===== src/rtl/i281_ctrl_pkg.sv =====
// -----------------------------------------------------------------------------
// i281_ctrl_pkg
// Shared control definitions for the multicycle i281 core:
//   - state_t        : fetch/execute sequencer states (3-bit encoding)
//   - OP_*           : 4-bit opcode values found in instr[15:12]
//   - MC_MASK_DEFAULT: opcodes that need the multicycle load/store/input unit
//   - is_multicycle(): opcode classification against a multicycle mask
// -----------------------------------------------------------------------------
package i281_ctrl_pkg;

    typedef enum logic [2:0] {
        IDLE    = 3'd0,
        FETCH   = 3'd1,
        EXEC    = 3'd2,
        MC_WAIT = 3'd3,
        HALT    = 3'd4
    } state_t;

    localparam logic [3:0] OP_NOOP   = 4'h0;
    localparam logic [3:0] OP_INPUT  = 4'h1;
    localparam logic [3:0] OP_MOVE   = 4'h2;
    localparam logic [3:0] OP_LOADI  = 4'h3;
    localparam logic [3:0] OP_ADD    = 4'h4;
    localparam logic [3:0] OP_ADDI   = 4'h5;
    localparam logic [3:0] OP_SUB    = 4'h6;
    localparam logic [3:0] OP_SUBI   = 4'h7;
    localparam logic [3:0] OP_LOAD   = 4'h8;
    localparam logic [3:0] OP_LOADF  = 4'h9;
    localparam logic [3:0] OP_STORE  = 4'hA;
    localparam logic [3:0] OP_STOREF = 4'hB;
    localparam logic [3:0] OP_SHIFT  = 4'hC;
    localparam logic [3:0] OP_CMP    = 4'hD;
    localparam logic [3:0] OP_JUMP   = 4'hE;
    localparam logic [3:0] OP_BRANCH = 4'hF;

    // INPUT, LOAD, LOADF, STORE and STOREF go through the multicycle unit.
    localparam logic [15:0] MC_MASK_DEFAULT = 16'h0F02;

    // One mask bit per opcode: set means the opcode is handed to the multicycle unit.
    function automatic logic is_multicycle(input logic [15:0] mask,
                                           input logic [3:0]  opcode);
        return mask[opcode];
    endfunction

endpackage


===== src/rtl/pc_update.sv =====
// -----------------------------------------------------------------------------
// pc_update
// Next-PC arithmetic for the i281 core. Purely combinational.
//   pc              in  6   current program counter
//   offset          in  6   branch offset (two's complement by natural wrap)
//   c2              in  1   branch taken
//   multicycle_flag in  1   a multicycle instruction is in progress
//   trigger         in  1   multicycle instruction completes this cycle
//   next_pc         out 6   candidate value for the PC register
// While a multicycle instruction is pending the PC only advances by one on
// its completion trigger and the branch flag plays no part. Otherwise the PC
// advances by one, plus the offset when the branch is taken. All arithmetic
// is modulo 64, so an offset of 6'h3F acts as -1.
// -----------------------------------------------------------------------------
module pc_update (
    input  logic [5:0] pc,
    input  logic [5:0] offset,
    input  logic       c2,
    input  logic       multicycle_flag,
    input  logic       trigger,
    output logic [5:0] next_pc
);

    // Select the sequential or branch target for the PC.
    always_comb begin
        next_pc = pc;
        if (multicycle_flag) begin
            if (trigger) begin
                next_pc = pc + 6'd1;
            end else begin
                next_pc = pc;
            end
        end else begin
            if (c2) begin
                next_pc = pc + 6'd1 + offset;
            end else begin
                next_pc = pc + 6'd1;
            end
        end
    end

endmodule


===== src/rtl/pc_sequencer.sv =====
// -----------------------------------------------------------------------------
// pc_sequencer
// Fetch/execute control FSM of the multicycle i281 core. Owns the PC and the
// instruction register, classifies each fetched opcode and hands multicycle
// opcodes to the load/store/input unit through mc_start / exec_done.
//
// Ports:
//   clk                in  1   system clock, rising edge
//   rst_n              in  1   synchronous active-low reset
//   run_en             in  1   allow new fetches (looked at in IDLE and FETCH)
//   halt_req           in  1   stop at the next instruction boundary
//   instr              in  16  instruction memory data at address pc
//   c2                 in  1   branch taken, meaningful during EXEC
//   exec_done          in  1   multicycle unit completion, meaningful in MC_WAIT
//   pc                 out 6   current PC / instruction memory address
//   ir                 out 16  latched instruction
//   ir_valid           out 1   ir holds the instruction being executed
//   mc_start           out 1   one-cycle pulse in the first MC_WAIT cycle
//   multicycle_flag    out 1   high throughout MC_WAIT
//   next_instr_trigger out 1   high in the MC_WAIT cycle that sees exec_done
//   halted             out 1   sequencer is in HALT
//   mc_timeout         out 1   sticky: a multicycle instruction was aborted
// -----------------------------------------------------------------------------
module pc_sequencer
    import i281_ctrl_pkg::*;
#(
    parameter logic [15:0] MC_MASK    = MC_MASK_DEFAULT,
    parameter int          MC_TIMEOUT = 15,
    parameter int          TMR_W      = 4
) (
    input  logic        clk,
    input  logic        rst_n,
    input  logic        run_en,
    input  logic        halt_req,
    input  logic [15:0] instr,
    input  logic        c2,
    input  logic        exec_done,
    output logic [5:0]  pc,
    output logic [15:0] ir,
    output logic        ir_valid,
    output logic        mc_start,
    output logic        multicycle_flag,
    output logic        next_instr_trigger,
    output logic        halted,
    output logic        mc_timeout
);

    localparam logic [TMR_W-1:0] TMR_LIMIT = TMR_W'(MC_TIMEOUT);

    state_t             state_r;
    logic [5:0]         pc_r;
    logic [15:0]        ir_r;
    logic [TMR_W-1:0]   tmr_r;
    logic               mc_start_r;
    logic               mc_timeout_r;

    logic               in_exec_s;
    logic               in_mc_wait_s;
    logic               trigger_s;
    logic               c2_gated_s;
    logic               pc_we_s;
    logic [5:0]         next_pc_s;
    logic [TMR_W-1:0]   tmr_next_s;
    logic               tmr_expire_s;

    // State decodes and the multicycle completion / timeout conditions.
    always_comb begin
        in_exec_s    = (state_r == EXEC);
        in_mc_wait_s = (state_r == MC_WAIT);
        // Completion is combinational on exec_done so the PC can advance in
        // the same cycle the multicycle unit reports done.
        trigger_s    = in_mc_wait_s & exec_done;
        // The branch flag only matters for single-cycle execution.
        c2_gated_s   = c2 & in_exec_s;
        pc_we_s      = in_exec_s | trigger_s;
        tmr_next_s   = tmr_r + {{(TMR_W-1){1'b0}}, 1'b1};
        // Abort once this wait cycle would bring the counter to the limit;
        // exec_done in that same cycle still completes normally.
        tmr_expire_s = (tmr_next_s == TMR_LIMIT);
    end

    pc_update u_pc_update (
        .pc              (pc_r),
        .offset          (ir_r[5:0]),
        .c2              (c2_gated_s),
        .multicycle_flag (in_mc_wait_s),
        .trigger         (trigger_s),
        .next_pc         (next_pc_s)
    );

    // Sequencer FSM with PC, IR, wait counter and registered status flags.
    always_ff @(posedge clk) begin
        if (!rst_n) begin
            state_r      <= IDLE;
            pc_r         <= 6'd0;
            ir_r         <= 16'h0000;
            tmr_r        <= '0;
            mc_start_r   <= 1'b0;
            mc_timeout_r <= 1'b0;
        end else begin
            mc_start_r <= 1'b0;

            if (pc_we_s) begin
                pc_r <= next_pc_s;
            end

            case (state_r)
                IDLE: begin
                    if (halt_req) begin
                        state_r <= HALT;
                    end else if (run_en) begin
                        state_r <= FETCH;
                    end else begin
                        state_r <= IDLE;
                    end
                end

                FETCH: begin
                    if (!run_en) begin
                        state_r <= IDLE;
                    end else begin
                        ir_r  <= instr;
                        tmr_r <= '0;
                        // Classify from the live memory data; ir only
                        // holds it from the next cycle on.
                        if (is_multicycle(MC_MASK, instr[15:12])) begin
                            state_r    <= MC_WAIT;
                            mc_start_r <= 1'b1;
                        end else begin
                            state_r <= EXEC;
                        end
                    end
                end

                EXEC: begin
                    if (halt_req) begin
                        state_r <= HALT;
                    end else begin
                        state_r <= FETCH;
                    end
                end

                MC_WAIT: begin
                    if (exec_done) begin
                        if (halt_req) begin
                            state_r <= HALT;
                        end else begin
                            state_r <= FETCH;
                        end
                    end else if (tmr_expire_s) begin
                        tmr_r        <= tmr_next_s;
                        mc_timeout_r <= 1'b1;
                        state_r      <= HALT;
                    end else begin
                        tmr_r   <= tmr_next_s;
                        state_r <= MC_WAIT;
                    end
                end

                HALT: begin
                    state_r <= HALT;
                end

                default: begin
                    state_r <= IDLE;
                end
            endcase
        end
    end

    assign pc                 = pc_r;
    assign ir                 = ir_r;
    assign ir_valid           = in_exec_s | in_mc_wait_s;
    assign mc_start           = mc_start_r;
    assign multicycle_flag    = in_mc_wait_s;
    assign next_instr_trigger = trigger_s;
    assign halted             = (state_r == HALT);
    assign mc_timeout         = mc_timeout_r;

endmodule


===== config.mk =====
export PLATFORM = sky130hd
export DESIGN_NAME = pc_sequencer
export DESIGN_NICKNAME = d
export VERILOG_FILES = /design/src/rtl/i281_ctrl_pkg.sv /design/src/rtl/pc_update.sv /design/src/rtl/pc_sequencer.sv
export SDC_FILE = /design/constraint.sdc
export NUM_CORES = 1
export LEC_CHECK = 0
export ABC_AREA = 1
export BUFFER_PORTS_ARGS = -buffer_cell sky130_fd_sc_hd__buf_2
export CAP_MARGIN = 10
export CORE_ASPECT_RATIO = 0.9
export CORE_MARGIN = 2
export CORE_UTILIZATION = 50
export CTS_BUF_LIST = sky130_fd_sc_hd__clkbuf_4
export CTS_CLUSTER_SIZE = 16
export DETAILED_ROUTE_END_ITERATION = 7
export PLACE_DENSITY = 0.9
export SLEW_MARGIN = 10
export SYNTH_ARGS = -nofsm -noshare
export SYNTH_HDL_FRONTEND = slang
export SYNTH_SLANG_ARGS = --single-unit

===== constraint.sdc =====
create_clock -name clk -period 2.6 [get_ports clk]
set_input_delay 0.26 -clock clk [delete_from_list [all_inputs] [get_ports clk]]
set_output_delay 0.26 -clock clk [all_outputs]
set_load 0.02 [all_outputs]

==> impl_summary.md <==
Outcome
The flow ran to the end, and the final reports show no timing, DRC or antenna violations.

Yosys
Synthesis produced a netlist whose cell count is 220. The mean post-synth cell area is 7.65 um2. The number of warnings printed during yosys synthesis is 0. The number of synthesized flops with an enable pin is 0.

The count of different cell masters after synthesis is 37. The synthesized netlist net count is 252. The synthesized area is 0.00168 mm2.

For this run, the leading register cell type out of synthesis is dfxtp_1. Of the total synthesized cell area, the portion taken by XOR and XNOR cells is 0.0416. The adder-cell area share of the yosys netlist is 0.0788. The basic-gate share of the synthesized area counting and, or, nand and nor cells is 0.265. In the synthesized netlist the async set-or-reset flop fraction comes to 0. The area fraction in compound gates after synthesis is 0.166.

For this run, the register share of the synthesized area comes to 0.369. The main combinational cell family by area after synthesis is simple AND/OR/NAND/NOR gates. Counting flops and latches in the post-synthesis netlist gives 31. The multiplexer share of the synthesized area is 0.

Worst setup path
The startpoint class of the critical path is a flop. The kind of capture point of the worst setup path is a flop. STA puts the critical path data arrival time at 2.26 ns. The type of the setup path with the least slack is flop to flop. The data required time at the worst endpoint is 2.83 ns.

The largest driver fanout on the critical path is 7.

Timing
Of the available clock period, the critical path in the final layout requires 0.778. At the pin with the least slew margin, the transition time is 0.396 ns. The timing-limited maximum frequency is 494 MHz. Setup violations remaining at the end of the flow were counted as 0. The post-route worst hold slack is 0.161 ns. Setup repair after global routing left no endpoint under its margin. After layout, the worst setup slack is 0.576 ns. Across the routed clock network, the largest skew measured is 0.00611 ns.

The count of pins over their slew limit is 0. Counting I/O delays and the setup requirement, the final critical path takes 2.02 ns. The number of endpoints with negative hold slack in the final report is 0. For the final routed database, the setup TNS stands at 0 ns. The worst relative slew slack is 0.735.

GRT
The first global-routing pass estimated 6.06 mm of wire. The largest net degree at the start of global routing is 27. The global-route usage over all layers is 0.204. The via count of the first global-routing pass was 1391.

The initial antenna violation count was 0. The leftover overflow at the end of global routing is 0.

Clocking
For this design, the sink count on the clock tree is 31. The CTS tree is yes. Clock tree synthesis selected as its root buffer the cell clkbuf_4. The H-tree depth reported by CTS is 2. The clock buffer count from CTS is 5. Counting along the longest clock path gives a buffer depth of 2. The quantity of gates resized following cts is 0.

The clock insertion delay at the later pin of the skew report is 0.32 ns. After clock tree synthesis, the clock-pin slew on the worst setup and hold paths is 0.09 ns. Hold repair after CTS inserted 0 buffers. Post-CTS timing repair inserted 0 buffers for setup.

Cells and area
In the final layout, the share of cells above drive strength 1 is 0.276. In the layout the commonest cells are buf_2, nor2_1, dfxtp_1. The repair_antennas step left the layout with diodes totalling 0. The post-layout utilization of the core is 0.637. The filler cell count is 288. The library cell used most frequently in the layout, excluding fill and tap cells, is buf_2.

At the end of the flow, the number of nets in the layout was 303. From synthesis to final layout, the design area changed by 18.7%.

Floorplan
The floorplan step defined a die boundary enclosing 0.00385 mm2. For this design the top-level I/O count stands at 50. The floorplan row count is 19.

Measured along the y axis, the die boundary spans 59.0 um. The die outline width is 65.2 um. The core area is 0.00314 mm2. For this configuration, the core starts out at a cell density of 0.536.

Power
Power spread over the standard cell area amounts to 435 mW/mm2. IR analysis of the VDD net gives a maximum drop of 0.296 mV. The post-route total power is 869 uW. For this design the static power due to leakage is 1.04 nW.

Routing
The number of routed nets with antenna violations is 0. The routed wire length is 3.58 mm. For this run, design rule violations remaining after detail routing come to 0. After detailed routing, the average wire length per cell comes to 11.4 um. Dividing the detail-routed via count by the number of cells gives 4.99.

The detailed-router iteration count before antenna repair is 4. The total number of vias is 1566. The violation count after the first detailed-routing iteration is 70.

Job
Across the run, the number of max-cap violations was 0.

Placed design
Routability-driven placement finished with a final weighted congestion of 0.820. Prior to clock tree synthesis, the placed netlist has a worst setup slack of 0.587 ns. Once detailed placement completed, the half-perimeter wirelength came to 2.71 mm. The count of input and output buffers is 49.

Worst hold path
The classification of the worst-slack hold path is primary input to flop.
[final timing paths]
path / cells after the start / startpoint / endpoint / slack, ns
setup / recovery: 12 / pc[0] / pc[5] / 0.58
hold / removal: 2 / instr[14] / mc_start / 0.16
setup reg to reg: 12 / pc[0] / pc[5] / 0.58
hold reg to reg: 1 / mc_timeout / mc_timeout / 0.48
[routing by layer]
layer  vias up  GRT usage  routed length, um
met2        36      0.343               1740
li1        820          -                  -
met5         -          0                  0
met1       705      0.258               1620
met4         0     0.0714                 34
met3         5     0.0513                190
[report_power, final]
group | switching, mW | internal [mW]
logic | 0.0670 | 0.0424
registers | 0.0117 | 0.487
clock network | 0.150 | 0.110
[through the flow]
| step | area (um2) | instances |
|---|---|---|
| finish | 2000 | 314 |
| global route | 2000 | 314 |
| CTS | 2000 | 314 |
| detailed placement | 1950 | 306 |
| global placement | 1950 | 306 |
| floorplan | 1680 | 220 |
[layout make-up]
class	count	area, um2	area share
Timing Repair Buffer	49	245	0.123
Tap cell	42	52.6	0.0263
Clock inverter	2	7.51	0.00376
Inverter	26	100	0.0501
Clock buffer	6	45.0	0.0225
Sequential cell	31	621	0.311
Multi-Input combinational cell	158	927	0.464
[critical path, cell delays in order, from the launching register on]
cell     delay, ns
dfxtp_1       0.44
ha_1          0.22
nand3_1       0.10
xnor2_1       0.24
ha_1          0.32
a21oi_1       0.20
nand2_1       0.07
nand2_1       0.07
nand3_1       0.06
nand2_1       0.06
nand3_1       0.06
nand2_1       0.06
inv_1         0.03
[kinds of logic after synthesis]
group | Yosys count
compound gates | 50
xor+xnor | 8
fa+ha+maj | 10
buf+inv | 31
flops | 31
simple gates | 90
[synthesized netlist by cell type (all sizes together), types with 2 or more instances]
cell     n  area share
nand3   10       0.037
nand2   33       0.090
nor2    39        0.10
o21ai   26       0.077
inv     26       0.059
nor3     2       0.013
ha       9       0.067
dfxtp   31        0.37
a21oi   17       0.057
xor2     3       0.016
o211ai   2      0.0089
xnor2    5       0.026
or2      3       0.011
o21a     2      0.0089
buf      4       0.019
[registers in the layout, summed over array words and instances, names as in the netlist]
register,flops
ir,16
mc_start,1
mc_timeout,1
pc,6
state_r,3
tmr_r,4
No activity file was read; power rests on OpenSTA's default activity.
